[src/rtl/perf_monitor_pkg.sv]
// Shared types for the performance monitor: FSM states, counter-select codes
// and event type encodings.
package perf_monitor_pkg;

    typedef enum logic [1:0] {
        ST_IDLE = 2'd0,
        ST_RUN  = 2'd1,
        ST_DONE = 2'd2
    } state_e;

    localparam logic [1:0] CNT_CYC   = 2'd0;
    localparam logic [1:0] CNT_STALL = 2'd1;
    localparam logic [1:0] CNT_FLUSH = 2'd2;
    localparam logic [1:0] CNT_RET   = 2'd3;

    // Event type is {stall, flush}
    localparam int unsigned EVT_TYPE_W = 2;
    localparam logic [1:0] EVT_NONE  = 2'b00;
    localparam logic [1:0] EVT_FLUSH = 2'b01;
    localparam logic [1:0] EVT_STALL = 2'b10;
    localparam logic [1:0] EVT_BOTH  = 2'b11;

endpackage

[src/rtl/perf_monitor_evt_fifo.sv]
// First-word-fall-through event FIFO; pointers carry an extra wrap bit so
// full and empty are distinguished without a separate occupancy counter.
module evt_fifo #(
    parameter int unsigned WIDTH = 8,
    parameter int unsigned DEPTH = 8
) (
    input  logic             clk_i,
    input  logic             rst_i,
    input  logic             clr_i,
    input  logic             push_i,
    input  logic             pop_i,
    input  logic [WIDTH-1:0] data_i,
    output logic [WIDTH-1:0] data_o,
    output logic             valid_o,
    output logic             full_o
);

    localparam int unsigned AW = $clog2(DEPTH);
    localparam int unsigned PW = AW + 1;

    logic [PW-1:0]    wr_q, rd_q, wr_d, rd_d;
    logic [WIDTH-1:0] mem_q [DEPTH];
    logic             empty, wr_en, rd_en;

    assign empty  = (wr_q == rd_q);
    assign full_o = (wr_q[AW] != rd_q[AW]) && (wr_q[AW-1:0] == rd_q[AW-1:0]);
    assign rd_en  = pop_i && !empty;
    // A full FIFO still accepts a write when the head leaves on the same edge
    assign wr_en  = push_i && (!full_o || rd_en);
    assign wr_d   = wr_q + PW'(wr_en);
    assign rd_d   = rd_q + PW'(rd_en);

    always_ff @(posedge clk_i or posedge rst_i) begin
        if (rst_i) begin
            wr_q <= '0;
            rd_q <= '0;
        end else if (clr_i) begin
            wr_q <= '0;
            rd_q <= '0;
        end else begin
            wr_q <= wr_d;
            rd_q <= rd_d;
        end
    end

    always_ff @(posedge clk_i) begin
        if (wr_en) begin
            mem_q[wr_q[AW-1:0]] <= data_i;
        end
    end

    assign valid_o = !empty;
    assign data_o  = empty ? '0 : mem_q[rd_q[AW-1:0]];

endmodule

[src/rtl/perf_monitor.sv]
// Pipeline performance monitor: saturating cycle/stall/flush/retire counters
// gated by a run FSM, plus a stall/flush event log drained through a FIFO.
module perf_monitor
    import perf_monitor_pkg::*;
#(
    parameter int unsigned CNT_W     = 32,
    parameter int unsigned PC_W      = 32,
    parameter int unsigned EVT_DEPTH = 8
) (
    input  logic                           clk_i,
    input  logic                           rst_i,
    input  logic                           start_i,
    input  logic                           stall_i,
    input  logic                           flush_i,
    input  logic                           retire_i,
    input  logic [PC_W-1:0]                pc_i,
    input  logic [CNT_W-1:0]               limit_i,
    input  logic [1:0]                     sel_i,
    output logic [CNT_W-1:0]               cnt_o,
    output logic                           done_o,
    output logic                           evt_valid_o,
    input  logic                           evt_ready_i,
    output logic [EVT_TYPE_W+CNT_W+PC_W-1:0] evt_data_o,
    output logic                           evt_ovf_o
);

    localparam int unsigned EVT_W = EVT_TYPE_W + CNT_W + PC_W;

    state_e           state_q;
    logic [CNT_W-1:0] cyc_q, stall_q, flush_q, ret_q, limit_q;
    logic [CNT_W-1:0] cyc_d;
    logic             done_q, ovf_q;
    logic             running, limit_hit;
    logic             evt_push, evt_pop, evt_drop, fifo_full, fifo_valid, fifo_clr;
    logic [1:0]       evt_type;
    logic [EVT_W-1:0] evt_wdata;

    function automatic logic [CNT_W-1:0] sat_inc(input logic [CNT_W-1:0] v);
        return (&v) ? v : v + CNT_W'(1);
    endfunction

    assign running   = (state_q == ST_RUN);
    assign cyc_d     = sat_inc(cyc_q);
    assign limit_hit = (limit_q != '0) && (cyc_d == limit_q);

    // Events are stamped with the cycle count before this cycle's increment
    assign evt_type  = {stall_i, flush_i};
    assign evt_push  = running && (evt_type != EVT_NONE);
    assign evt_pop   = fifo_valid && evt_ready_i;
    assign evt_drop  = evt_push && fifo_full && !evt_pop;
    assign fifo_clr  = (state_q == ST_IDLE) && start_i;
    assign evt_wdata = {evt_type, cyc_q, pc_i};

    always_ff @(posedge clk_i or posedge rst_i) begin
        if (rst_i) begin
            state_q <= ST_IDLE;
            done_q  <= 1'b0;
            ovf_q   <= 1'b0;
            limit_q <= '0;
            cyc_q   <= '0;
            stall_q <= '0;
            flush_q <= '0;
            ret_q   <= '0;
        end else begin
            case (state_q)
                ST_IDLE: begin
                    if (start_i) begin
                        state_q <= ST_RUN;
                        ovf_q   <= 1'b0;
                        limit_q <= limit_i;
                        cyc_q   <= '0;
                        stall_q <= '0;
                        flush_q <= '0;
                        ret_q   <= '0;
                    end
                end
                ST_RUN: begin
                    cyc_q <= cyc_d;
                    if (stall_i)  stall_q <= sat_inc(stall_q);
                    if (flush_i)  flush_q <= sat_inc(flush_q);
                    if (retire_i) ret_q   <= sat_inc(ret_q);
                    if (evt_drop) ovf_q   <= 1'b1;
                    if (!start_i || limit_hit) begin
                        state_q <= ST_DONE;
                        done_q  <= 1'b1;
                    end
                end
                ST_DONE: begin
                    // Holding start high keeps DONE; a re-run needs start to drop
                    if (!start_i) begin
                        state_q <= ST_IDLE;
                        done_q  <= 1'b0;
                    end
                end
                default: begin
                    state_q <= ST_IDLE;
                    done_q  <= 1'b0;
                end
            endcase
        end
    end

    always_comb begin
        cnt_o = cyc_q;
        case (sel_i)
            CNT_CYC:   cnt_o = cyc_q;
            CNT_STALL: cnt_o = stall_q;
            CNT_FLUSH: cnt_o = flush_q;
            CNT_RET:   cnt_o = ret_q;
            default:   cnt_o = cyc_q;
        endcase
    end

    evt_fifo #(
        .WIDTH (EVT_W),
        .DEPTH (EVT_DEPTH)
    ) u_evt_fifo (
        .clk_i   (clk_i),
        .rst_i   (rst_i),
        .clr_i   (fifo_clr),
        .push_i  (evt_push),
        .pop_i   (evt_pop),
        .data_i  (evt_wdata),
        .data_o  (evt_data_o),
        .valid_o (fifo_valid),
        .full_o  (fifo_full)
    );

    assign evt_valid_o = fifo_valid;
    assign done_o      = done_q;
    assign evt_ovf_o   = ovf_q;

endmodule

[config.mk]
export PLATFORM = sky130hd
export DESIGN_NAME = perf_monitor
export DESIGN_NICKNAME = d
export VERILOG_FILES = /design/src/rtl/perf_monitor_pkg.sv /design/src/rtl/perf_monitor_evt_fifo.sv /design/src/rtl/perf_monitor.sv
export SDC_FILE = /design/constraint.sdc
export NUM_CORES = 1
export LEC_CHECK = 0
export CORE_MARGIN = 2
export CORE_UTILIZATION = 32
export DETAILED_ROUTE_END_ITERATION = 8
export SETUP_SLACK_MARGIN = 0.3
export SLEW_MARGIN = 20
export SYNTH_ARGS = -nofsm -noshare
export SYNTH_HDL_FRONTEND = slang
export SYNTH_HIERARCHICAL = 1
export SYNTH_SLANG_ARGS = --single-unit
export TNS_END_PERCENT = 50
[constraint.sdc]
create_clock -name clk_i -period 8.8 [get_ports clk_i]
set_input_delay 2.64 -clock clk_i [delete_from_list [all_inputs] [get_ports clk_i]]
set_output_delay 2.64 -clock clk_i [all_outputs]
set_load 0.05 [all_outputs]
==> impl_metrics.ini <==
[setup_path]
worstPathArrival_ps = 4720
slowest_stage = clkdlybuf4s50_1
path_class = in -> out
critPathRequiredTime_ps = 6160
crit_chain = buf_2, mux4_2, clkdlybuf4s50_1
endpoint_kind = primary output
cpPeakStageDelay_ps = 730
reg2reg_slack_ps = 4010
critPathMaxFanout = 32
crit_path_start_kind = input port
rr_worst_depth = 10

[logic_synthesis]
async_flop_share = 0.246
yosys.area.top_type = edfxtp_1
synth_xor_area_frac = 0.0378
synthAdderAreaFrac = 0.00325
synth_flop_cell = edfxtp_1
avgSynthCellArea_um2 = 14.3
synth_compound_area_frac = 0.0662
ys_ff_latch = 700
syn-cell-area_um2 = 30800
syn_inst = 2148
yosys_warnings = 6
seq_area_frac_synth = 0.655
yosysTopAreaCellShare = 0.515
synth_nets = 2229
synth_cell_types = 72
synth_top_family_by_area = multiplexers
synth_edf_count = 528
synth.area.top_cells = edfxtp_1, dfrtp_1, mux2i_1, a22oi_1, mux4_2
synthSimpleGateAreaFrac = 0.0917
synth_mux_area_frac = 0.121

[detailed_routing]
dr.first_iter.drc_count = 1676
drc = 0
via_per_inst = 5.29
wl_mm = 85.5
wl_per_cell_um = 23.5
drt_pass1_iterations = 5
via_count = 19200
postRouteAntennaNets = 0

[clock_network]
clock_latency_ps = 640
cts_sinks = 700
cts_hold_repair.buffers = 0
root_buffer = clkbuf_16
numCtsBuffers = 78
ctsResizeCount = 0
tritoncts = done
post-cts-setup-buffers = 0
clockBufferDepth = 3
h-tree-depth = 3
clk_pin_slew_ps = 60

[floorplan]
rows = 113
die_x_um = 314
ios = 174
initial_core_util = 0.323
dieArea_um2 = 98700
core-area_um2 = 95200
die_h_um = 314

[grt]
grt_remaining_overflow = 0
use_met2 = 0.294
grt_pass1_wl_mm = 127
met3_usage = 0.0328
antenna_found_initial = 2
grtUsageMet1 = 0.213
grtUsageTotal = 0.172
top_usage_layer = met2
first_global_vias = 19700
grt_max_degree = 105

[sta]
fmax_mhz = 136
rsz0062_at_grt = no
slew_headroom = 0.250
setup_tns_ps = 0
period_share = 0.836
fin_crit_ps = 7360
setup_violations = 0
fin_hold_ws_ps = 538
tightest_slew_ps = 1120
hold_viol_final = 0
slew_viol_final = 0
fin_skew_ps = 29.4
worst_slack_ps = 1440

[run_status]
outcome = finished, final reports clean

[placed_design]
place.gp.congestion = 0.896
place_ws_ps = 1400
hpwl_mm = 52.9
numPortBuffers = 173

[worst_hold_path]
worst_hold_path_type = reg -> reg
whs_path_depth = 2

[pwr]
totalPowerFinal_mw = 10.8
powerDensity_nw_per_um2 = 296
ir_drop_uv = 271
p_leak_nw = 12.5

[layout]
drive_above_1_share = 0.101
syn_to_final_growth_pct = 18.1
finalNetCount = 2386
final.fill_count = 8871

[job]
drv_cap = 0
-- cells in the mapped netlist, drive strengths merged, types with 4 or more instances --
master and instances:
and3 90, a21oi 30, o21ai 60, nand2 98, a31oi 18, nor2 133, xnor2 61, nor2b 13
xor2 72, nor3 11, clkbuf 59, o31ai 12, and2 12, nand3 61, edfxtp 528, inv 17
dfrtp 172, nand4 43, and4 18, o211ai 4, buf 76, a22o 4, or3 13, a211oi 5
ha 8, mux4 32, mux2 31, nand2b 6, o41ai 6, a22oi 132, nor4 22, mux2i 266
-- flip-flops by register name (all words and copies together), names as in the netlist --
name / flops
limit_q: 32
state_q: 2
stall_q: 32
u_evt_fifo/wr_q: 4
flush_q: 32
ret_q: 32
done_o: 1
u_evt_fifo/rd_q: 4
u_evt_fifo/mem_q: 528
cyc_q: 32
evt_ovf_o: 1
-- cell families after synthesis --
logic type,Yosys count
mux,329
flops,700
buf+inv,153
fa+ha+maj,8
compound gates,292
simple gates,533
xor+xnor,133
-- layout by cell type, fill, tap and decap left out, drive strengths merged, types with 6 or more instances in the layout --
cell type | Yosys | layout
nor2b | 13 | 13
nand2b | 6 | 6
inv | 17 | 19
ha | 8 | 8
buf | 76 | 41
o41ai | 6 | 6
nor2 | 133 | 133
clkdlybuf4s50 | 0 | 171
and3 | 90 | 90
nand2 | 98 | 98
a21oi | 30 | 30
and4 | 18 | 18
mux2 | 31 | 31
clkinv | 1 | 21
mux4 | 32 | 32
nor3 | 11 | 11
mux2i | 266 | 266
nor4 | 22 | 22
edfxtp | 528 | 528
dfrtp | 172 | 172
a31oi | 18 | 18
xor2 | 72 | 72
and2 | 12 | 12
xnor2 | 61 | 61
o21ai | 60 | 60
nand4 | 43 | 43
clkbuf | 59 | 112
or3 | 13 | 13
o31ai | 12 | 12
a22oi | 132 | 132
nand3 | 61 | 61
-- metrics by stage --
step	area, um^2	std cells	utilization
after floorplan	30800	2148	-
after detailed placement	33800	3489	0.356
final	36300	3631	0.382
after CTS	36300	3628	0.382
after global routing	36300	3629	0.382
after global placement	33800	3489	0.356
-- layout make-up --
cell class / instances / area, um^2 / area share
multi-input combinational: 1295 / 9960 / 0.274
clock inverter: 27 / 324 / 0.00892
antenna: 2 / 5.00 / 0.000138
clock buffer: 112 / 2160 / 0.0594
inverter: 18 / 72.6 / 0.00200
tap: 1265 / 1580 / 0.0435
timing repair buffer: 212 / 2080 / 0.0571
sequential: 700 / 20200 / 0.555
-- final timing paths --
check,from,to
max in group asynchronous,rst_i,flush_q[25]
min reg2reg,evt_ovf_o,evt_ovf_o
min in group asynchronous,rst_i,u_evt_fifo/wr_q[3]
min,evt_ovf_o,evt_ovf_o
max reg2reg,cyc_q[1],done_o
max,sel_i[0],cnt_o[0]
-- critical path: cells and delay by family --
kind                   cells  cell delay [ps]
buffers and inverters      2             1440
muxes                      1              630
-- layer usage --
metal  part of all wire  wire [um]
met1               0.40      34500
met2               0.50      42400
met3              0.060       5130
met4              0.040       3390
met5            0.00015         13
-- where the power goes --
group	total [mW]	internal [mW]	switching, mW
Clock	3.14	1.81	1.32
Combinational	3.70	1.24	2.46
Sequential	3.94	3.76	0.179
Total	10.8	6.81	3.96
Power figures use the tool's default switching activity.
